[src/rtl/dmem_arb_pkg.sv]
// ---------------------------------------------------------------------------
// dmem_arb_pkg
// Shared types for the data-memory arbiter: FSM state encoding, requester
// identifiers and a one-hot to requester-id helper.
// Build option: define DMEM_ARB_RR_EN to turn on round-robin arbitration when
// both requesters contend. Otherwise the CPU always wins.
// ---------------------------------------------------------------------------
package dmem_arb_pkg;

  typedef enum logic {
    IDLE = 1'b0,
    RESP = 1'b1
  } arb_state_t;

  typedef logic req_id_t;

  localparam req_id_t REQ_CPU = 1'b0;
  localparam req_id_t REQ_DBG = 1'b1;

  // Converts a one-hot grant into a requester id. An all-zero grant maps to CPU.
  function automatic req_id_t onehot_to_id(input logic [1:0] oh);
    return oh[1] ? REQ_DBG : REQ_CPU;
  endfunction

endpackage

[src/rtl/dmem_arb_pick.sv]
// ---------------------------------------------------------------------------
// dmem_arb_pick
// Combinational grant picker for the two data-memory requesters.
// Build option: DMEM_ARB_RR_EN selects round-robin on contention. If it is
// not defined, fixed priority is used and req0 wins.
// Ports:
//   valid_i        command valid, bit 0 = CPU, bit 1 = debug/loader
//   lock_active_i  a lock is held; only its owner may be granted
//   lock_owner_i   requester holding the lock
//   last_grant_i   requester accepted most recently (used only by round-robin)
//   grant_o        one-hot grant, zero when nothing is grantable
// ---------------------------------------------------------------------------
module dmem_arb_pick
  import dmem_arb_pkg::*;
(
  input  logic [1:0] valid_i,
  input  logic       lock_active_i,
  input  req_id_t    lock_owner_i,
  input  req_id_t    last_grant_i,
  output logic [1:0] grant_o
);

  always_comb begin
    grant_o = 2'b00;
    if (lock_active_i) begin
      // While a lock is held, the other requester stalls even if the owner is idle.
      grant_o[lock_owner_i] = valid_i[lock_owner_i];
    end else if (&valid_i) begin
`ifdef DMEM_ARB_RR_EN
      // The requester that was not served last wins the tie.
      grant_o = (last_grant_i == REQ_CPU) ? 2'b10 : 2'b01;
`else
      grant_o = 2'b01;
`endif
    end else begin
      grant_o = valid_i;
    end
  end

`ifndef DMEM_ARB_RR_EN
  logic unused_last_grant;
  assign unused_last_grant = last_grant_i;
`endif

endmodule

[src/rtl/dmem_arbiter.sv]
// ---------------------------------------------------------------------------
// dmem_arbiter
// Lets two requesters share a single-port data memory whose read data is
// available one cycle after the read command:
//   req0 = CPU load/store path, req1 = debug/program-loader port.
// Commands use a valid/ready handshake. An accepted read is followed by one
// response cycle. A lock lets one requester keep the memory across several
// accesses so a sequence of accesses appears atomic.
// Build option: DMEM_ARB_RR_EN selects round-robin on contention. This choice
// is made inside dmem_arb_pick.
// Ports:
//   clk, rst                       clock, synchronous active-high reset
//   reqN_valid/ready/we/lock/addr/wdata   command channel N (N = 0, 1)
//   rspN_valid/rdata               read response to requester N
//   mem_en/we/a/wd                 memory command, combinational from the grant
//   mem_rd                         memory read data, one cycle after mem_en
// ---------------------------------------------------------------------------
module dmem_arbiter
  import dmem_arb_pkg::*;
#(
  parameter int DATA_WIDTH = 32,
  parameter int ADDR_WIDTH = 32
) (
  input  logic                  clk,
  input  logic                  rst,
  input  logic                  req0_valid,
  output logic                  req0_ready,
  input  logic                  req0_we,
  input  logic                  req0_lock,
  input  logic [ADDR_WIDTH-1:0] req0_addr,
  input  logic [DATA_WIDTH-1:0] req0_wdata,
  input  logic                  req1_valid,
  output logic                  req1_ready,
  input  logic                  req1_we,
  input  logic                  req1_lock,
  input  logic [ADDR_WIDTH-1:0] req1_addr,
  input  logic [DATA_WIDTH-1:0] req1_wdata,
  output logic                  rsp0_valid,
  output logic [DATA_WIDTH-1:0] rsp0_rdata,
  output logic                  rsp1_valid,
  output logic [DATA_WIDTH-1:0] rsp1_rdata,
  output logic                  mem_en,
  output logic                  mem_we,
  output logic [ADDR_WIDTH-1:0] mem_a,
  output logic [DATA_WIDTH-1:0] mem_wd,
  input  logic [DATA_WIDTH-1:0] mem_rd
);

  arb_state_t state_q, state_d;
  logic       lock_active_q, lock_active_d;
  req_id_t    lock_owner_q, lock_owner_d;
  req_id_t    rsp_owner_q, rsp_owner_d;
  req_id_t    last_grant_q, last_grant_d;

  logic [1:0] valid_vec;
  logic [1:0] pick_grant;
  logic [1:0] grant;
  req_id_t    grant_id;
  logic       accept;

  logic                  sel_we;
  logic                  sel_lock;
  logic [ADDR_WIDTH-1:0] sel_addr;
  logic [DATA_WIDTH-1:0] sel_wdata;

  assign valid_vec = {req1_valid, req0_valid};

  dmem_arb_pick u_pick (
    .valid_i       (valid_vec),
    .lock_active_i (lock_active_q),
    .lock_owner_i  (lock_owner_q),
    .last_grant_i  (last_grant_q),
    .grant_o       (pick_grant)
  );

  // Commands are accepted only in IDLE. They are also blocked while reset is
  // held, so every output is zero during reset and does not wait for the edge.
  assign grant    = (state_q == IDLE && !rst) ? pick_grant : 2'b00;
  assign accept   = |grant;
  assign grant_id = onehot_to_id(grant);

  assign req0_ready = grant[0];
  assign req1_ready = grant[1];

  assign sel_we    = (grant_id == REQ_DBG) ? req1_we    : req0_we;
  assign sel_lock  = (grant_id == REQ_DBG) ? req1_lock  : req0_lock;
  assign sel_addr  = (grant_id == REQ_DBG) ? req1_addr  : req0_addr;
  assign sel_wdata = (grant_id == REQ_DBG) ? req1_wdata : req0_wdata;

  assign mem_en = accept;
  assign mem_we = accept & sel_we;
  assign mem_a  = accept ? sel_addr  : '0;
  assign mem_wd = accept ? sel_wdata : '0;

  // Response demux. Only the owner of the outstanding read sees data.
  logic                  rsp_active;
  logic [1:0]            rsp_valid_vec;
  logic [DATA_WIDTH-1:0] rsp_rdata_arr [2];

  assign rsp_active = (state_q == RESP) && !rst;

  genvar gi;
  generate
    for (gi = 0; gi < 2; gi++) begin : g_rsp
      localparam req_id_t RID = (gi == 1) ? REQ_DBG : REQ_CPU;
      assign rsp_valid_vec[gi] = rsp_active && (rsp_owner_q == RID);
      assign rsp_rdata_arr[gi] = rsp_valid_vec[gi] ? mem_rd : '0;
    end
  endgenerate

  assign rsp0_valid = rsp_valid_vec[0];
  assign rsp0_rdata = rsp_rdata_arr[0];
  assign rsp1_valid = rsp_valid_vec[1];
  assign rsp1_rdata = rsp_rdata_arr[1];

  always_comb begin
    state_d       = state_q;
    lock_active_d = lock_active_q;
    lock_owner_d  = lock_owner_q;
    rsp_owner_d   = rsp_owner_q;
    last_grant_d  = last_grant_q;

    case (state_q)
      IDLE: begin
        if (accept && !sel_we) begin
          state_d     = RESP;
          rsp_owner_d = grant_id;
        end
      end
      RESP: state_d = IDLE;
      default: state_d = IDLE;
    endcase

    if (accept) begin
      last_grant_d = grant_id;
      if (sel_lock) begin
        lock_active_d = 1'b1;
        lock_owner_d  = grant_id;
      end else if (lock_active_q && lock_owner_q == grant_id) begin
        lock_active_d = 1'b0;
      end
    end
  end

  always_ff @(posedge clk) begin
    if (rst) begin
      state_q       <= IDLE;
      lock_active_q <= 1'b0;
      lock_owner_q  <= REQ_CPU;
      rsp_owner_q   <= REQ_CPU;
      last_grant_q  <= REQ_DBG;
    end else begin
      state_q       <= state_d;
      lock_active_q <= lock_active_d;
      lock_owner_q  <= lock_owner_d;
      rsp_owner_q   <= rsp_owner_d;
      last_grant_q  <= last_grant_d;
    end
  end

endmodule

[config.mk]
export PLATFORM = sky130hd
export DESIGN_NAME = dmem_arbiter
export DESIGN_NICKNAME = d
export VERILOG_FILES = /design/src/rtl/dmem_arb_pkg.sv /design/src/rtl/dmem_arb_pick.sv /design/src/rtl/dmem_arbiter.sv
export SDC_FILE = /design/constraint.sdc
export NUM_CORES = 1
export LEC_CHECK = 0
export ABC_AREA = 1
export CAP_MARGIN = 5
export CORE_AREA = 2 2 119 121
export DETAILED_ROUTE_END_ITERATION = 7
export DIE_AREA = 0 0 121 123
export SLEW_MARGIN = 20
export SYNTH_ARGS = -nofsm -noshare
export SYNTH_HDL_FRONTEND = slang
export SYNTH_HIERARCHICAL = 1
export SYNTH_SLANG_ARGS = --single-unit
[constraint.sdc]
create_clock -name clk -period 1.5 [get_ports clk]
set_input_delay 0.375 -clock clk [delete_from_list [all_inputs] [get_ports clk]]
set_output_delay 0.375 -clock clk [all_outputs]
set_load 0.03 [all_outputs]
# == Yosys cells after proc, flatten, opt, wreduce, memory -nomap -nowiden ==
# Cells that the tools add are included.
# Widths: inputs -> output; s select.
# word_totals
register_bits,4
input_bits,168
output_inout_bits,134
wordCells,46
# classes
magnitude_cmp,2
n_eq_ne,1
n_mux,20
bitwise,4
n_reduce_logical,15
# ops
operator,n
$mux 32,6
$mux 1,9
$reduce_and 2->1,4
$logic_and 1x1->1,7
$mux 2,3
$and 2x2->2,1
$logic_not 1->1,2
$lt 1x2->1 const B,1
$not 1->1,2
$pmux 1 s2,1
$reduce_bool 2->1,1
$reduce_or 2->1,1
$and 1x1->1,1
$demux 1 s1,1
$eq 1x1->1,1
$ge 1x1->1 const B,1

# == Longest topological paths before layout ==
# logic_depth
word_depth,13
ltp_mapped,10
depth_no_buf,10

# == By module ==
# Netlist, hierarchy kept.
# modules_own_cells
mod,n_inst,cells_per_inst,area_per_inst_um2,seq_area_each_um2
dmem_arbiter,1,356,1834.3,100.1
dmem_arb_pick,1,6,31.3,0.0

# == Worst setup path after synthesis ==
# OpenSTA, ideal clock, no wires.
# synth_timing
path_type,input-to-output
from,input port req0_valid
to,output port mem_a[23]
t_arrival_ns,1.491
required_ns,1.125
setup_slack_ns,-0.366
cell_stages,9
n_path_buf,2
path_cell_list,inv_1 > nand3_2 > nand2_1 > nand2_4 > inv_2 > buf_6 > buf_6 > nor2_1 > nor2_1
# synth_via
elab_chain_len,8
word_cells_on_any_way,11
cone_classes,8 x mux; 1 x bitwise; 2 x reduce/logical
# synth_lines
item,line,text
"start, declared",dmem_arbiter.sv:26,"input logic req0_valid,"
$mux 1 (not written as such) (2 in series),dmem_arb_pick.sv:27,grant_o[lock_owner_i] = valid_i[lock_owner_i];
$and 2x2->2 (no line),--,
$mux 2 *,dmem_arb_pick.sv:25,if (lock_active_i) begin
via pick_grant[1],dmem_arbiter.sv:56,logic [1:0] pick_grant;
$mux 2 *,dmem_arbiter.sv:78,assign grant = (state_q == IDLE && !rst) ? pick_grant : 2'b00;
$mux 1,dmem_arb_pkg.sv:22,return oh[1] ? REQ_DBG : REQ_CPU;
$mux 32,dmem_arbiter.sv:87,assign sel_addr = (grant_id == REQ_DBG) ? req1_addr : req0_addr;
$mux 32 *,dmem_arbiter.sv:92,assign mem_a = accept ? sel_addr : '0;
"end, declared",dmem_arbiter.sv:44,"output logic [ADDR_WIDTH-1:0] mem_a,"
# Mark *: on every way through the listed nets, which the timed path passes. The rest lies on a longest branch. The select of a mux whose other input is x is not followed.

# == Worst setup path in the final report ==
# layout_timing
from,register lock_active_q
to,output port mem_wd[19]
# layout_via
elab_chain_len,5
word_cells_on_any_way,6
cone_classes,5 x mux; 1 x reduce/logical
# layout_lines
item,line,text
"start, declared",dmem_arbiter.sv:50,"logic lock_active_q, lock_active_d;"
"start signal, assigned",dmem_arbiter.sv:154,lock_active_q <= lock_active_d;
$mux 2 *,dmem_arb_pick.sv:25,
via pick_grant[1],dmem_arbiter.sv:56,
$mux 2 *,dmem_arbiter.sv:78,
$mux 1,dmem_arb_pkg.sv:22,
$mux 32,dmem_arbiter.sv:88,assign sel_wdata = (grant_id == REQ_DBG) ? req1_wdata : req0_wdata;
$mux 32 *,dmem_arbiter.sv:93,assign mem_wd = accept ? sel_wdata : '0;
"end, declared",dmem_arbiter.sv:45,"output logic [DATA_WIDTH-1:0] mem_wd,"
# Mark *: on every way through the listed nets, which the timed path passes. The rest lies on a longest branch.

==> out/qor.yml <==
cp_top_family: "buffers and inverters"
r2r.worst_path.cells: 13
syn2layout_area_growth_pct: 297.2
cts.sinks: 4
cap_viol_max_count: 0
dr.pass1.iters: 4
irDropWorstVdd_mv: 0.3417
cellPowerDensity_nw_per_um2: 391.1
clockBufferDepth: 2
rr_endpoint: "lock_owner_q"
stdcell_count: 886
fin_area_um2: 7296
antenna_found_initial: 0
clock_latency_ps: 230
fin_worst_skew_ps: 3.549
ys_warn_count: 6
final.period_utilization_pct: 137.1
crit_slowest_cell: "dfxtp_4"
core_area_um2: 13610
placed_cell_area_um2: 5365
drt-total-wl_mm: 14.24
grt_max_degree: 24
min_from: "rst"
first_global_vias: 3885
path_max_fanout: 12
worstPathArrival_ps: 1680
synthCells: 359
grt_pass1_wl_mm: 20.47
vias_per_cell: 4.222
worst_pin_slew_ps: 235.4
boundaryPins: 302
drt-initial-drc-count: 49
totalPowerFinal_w: 0.002853
slowest_delay_ps: 350
grt_usage_pct: 17.71
n_antenna_cell: 0
top_layer: "met4"
hp-class: "in2reg"
r2r-start: "lock_active_q"
timing_hold_violations_final: 0
wirelength_met1_mm: 4.814
rows: 43
syn_nets: 527
timing.final.crit_period_ps: 2057
drive_above_1_share_pct: 62.75
gp_congestion: 0.8248
cpMostUsedCell: "nand2_8"
post_drt_wl_per_cell_um: 16.07
port_buffers: 301
cellLeakagePower_nw: 2.950
min_path_cells: 4
syn_avg_cell_area_um2: 5.116
vias: 3741
final-max-slew-violation-count: 0
dpl.cell_count: 843
root_buffer: "clkbuf_16"
status: "finished with violations"
fin_nets: 876
met3WireLength_mm: 1.119
dieWidth_um: 121
fp.dieH_um: 123
cp-start-kind: "flip-flop"
reg2reg_slack_ps: -190
path_cells: "inv_2 -> nand3_4 -> nand2_4 -> nand2_8 -> nand2_8 -> buf_12 -> buf_8 -> o21ai_2 -> nor2_4 -> buf_4"
cts_buffers: 3
crit_buf_inv: 4
fin_ws_ps: -557.1
grt-ovfl-total: 0
cp-end-kind: "output port"
cts_tree: "built"
clk_pin_slew_ps: 30
critPathRequiredTime_ps: 1120
timing.hold.ws_ps: 512.1
ant_nets: 0
fillCellCount: 1214
dpl.hpwl_mm: 9.273
fmax_mhz: 486.1
slew_headroom_pct: 84.25
die-area_um2: 14880
initial_core_util_pct: 13.49
setup_viol: 136
rsz0062_at_grt: "true"
worstSetupPathType: "reg2out"
drc: 0
holdPathEnd: "lock_active_q"
met2_wirelength_mm: 7.981
syn_area_um2: 1837
cts_max_level: 1
violations: "setup timing"
## area by class of cell
type                       instances  area, um2  share of cell area (%)
clock buffer                       3      75.07                   1.029
tap                              180      225.2                   3.087
sequential                         4      87.58                   1.200
timing repair buffer             371       4218                   57.81
multi-input combinational        284       2492                   34.16
inverter                          44      197.7                   2.710
## per-layer routing
| layer | up-vias | GRT usage (%) |
|---|---|---|
| li1 | 1795 | - |
| met1 | 1728 | 18.50 |
| met2 | 193 | 34.76 |
| met3 | 25 | 4.705 |
| met4 | 0 | 4.578 |
| met5 | - | 0 |
## worst reg2reg max path, cell delays in order, from the launching register on
cell and delay (ps):
dfxtp_4 370, inv_2 50, nand3_4 60, nand2_4 70
nand2_8 120, nand2_8 70, buf_12 150, buf_16 150
buf_6 110, buf_6 100, buf_6 110, nand3_4 60
nand2_2 70, a21oi_2 130
## how the worst max path moves through the flow
| stage | start | endpoint | slack, ps | cells past startpoint |
|---|---|---|---|---|
| 4_1_cts | lock_active_q | mem_a[10] | -530 | 9 |
| 6_report | lock_active_q | mem_wd[19] | -560 | 10 |
| 3_3_place_gp | req0_valid | mem_a[1] | -890 | 10 |
| 5_1_grt | lock_active_q | mem_wd[21] | -630 | 11 |
| 3_5_place_dp | req0_valid | mem_wd[11] | -870 | 10 |
| 2_1_floorplan | req0_valid | mem_wd[23] | -140 | 9 |
## registers in the layout (all words and copies together), names as in the netlist
name and cells:
rsp_owner_q 1, state_q 1, lock_active_q 1, lock_owner_q 1
## through the flow
| step | utilization, % | setup WS [ps] | TNS [ps] |
|---|---|---|---|
| 2_1_floorplan | - | -143.0 | -7184 |
| 3_3_place_gp | 39.42 | -887.2 | -95130 |
| 3_5_place_dp | 39.42 | -867.3 | -94330 |
| 4_1_cts | 51.77 | -534.6 | -44430 |
| 5_1_grt | 53.60 | -627.0 | -54810 |
| 6_report | 53.60 | -557.1 | -47240 |
## power by group
part | internal, W | switching, W | leakage (nW)
Combinational | 0.00117 | 0.00113 | 2.88
Clock | 0.000341 | 0.0000809 | 0.0370
Sequential | 0.000114 | 0.00000808 | 0.0347
## timing repair
action / CTS / global route
setup buffers: 21 / 10
resized for setup: 297 / 66
cloned: 14 / 1
endpoints found under the setup margin: 138 / 138
pin swaps: 24 / 28
hold buffers: 0 / 0
## layout by cell type, fill, tap and decap left out, types with 5 or more instances in the layout
master             n
nor2_2            37
o21ai_4           10
nor2_1            52
o21ai_2           51
buf_4             42
buf_6            125
inv_1             35
nor2_4           106
nand2_1            6
buf_16            10
buf_12            22
clkdlybuf4s50_1  164
buf_8              5
(Power assumes the default switching activity.)
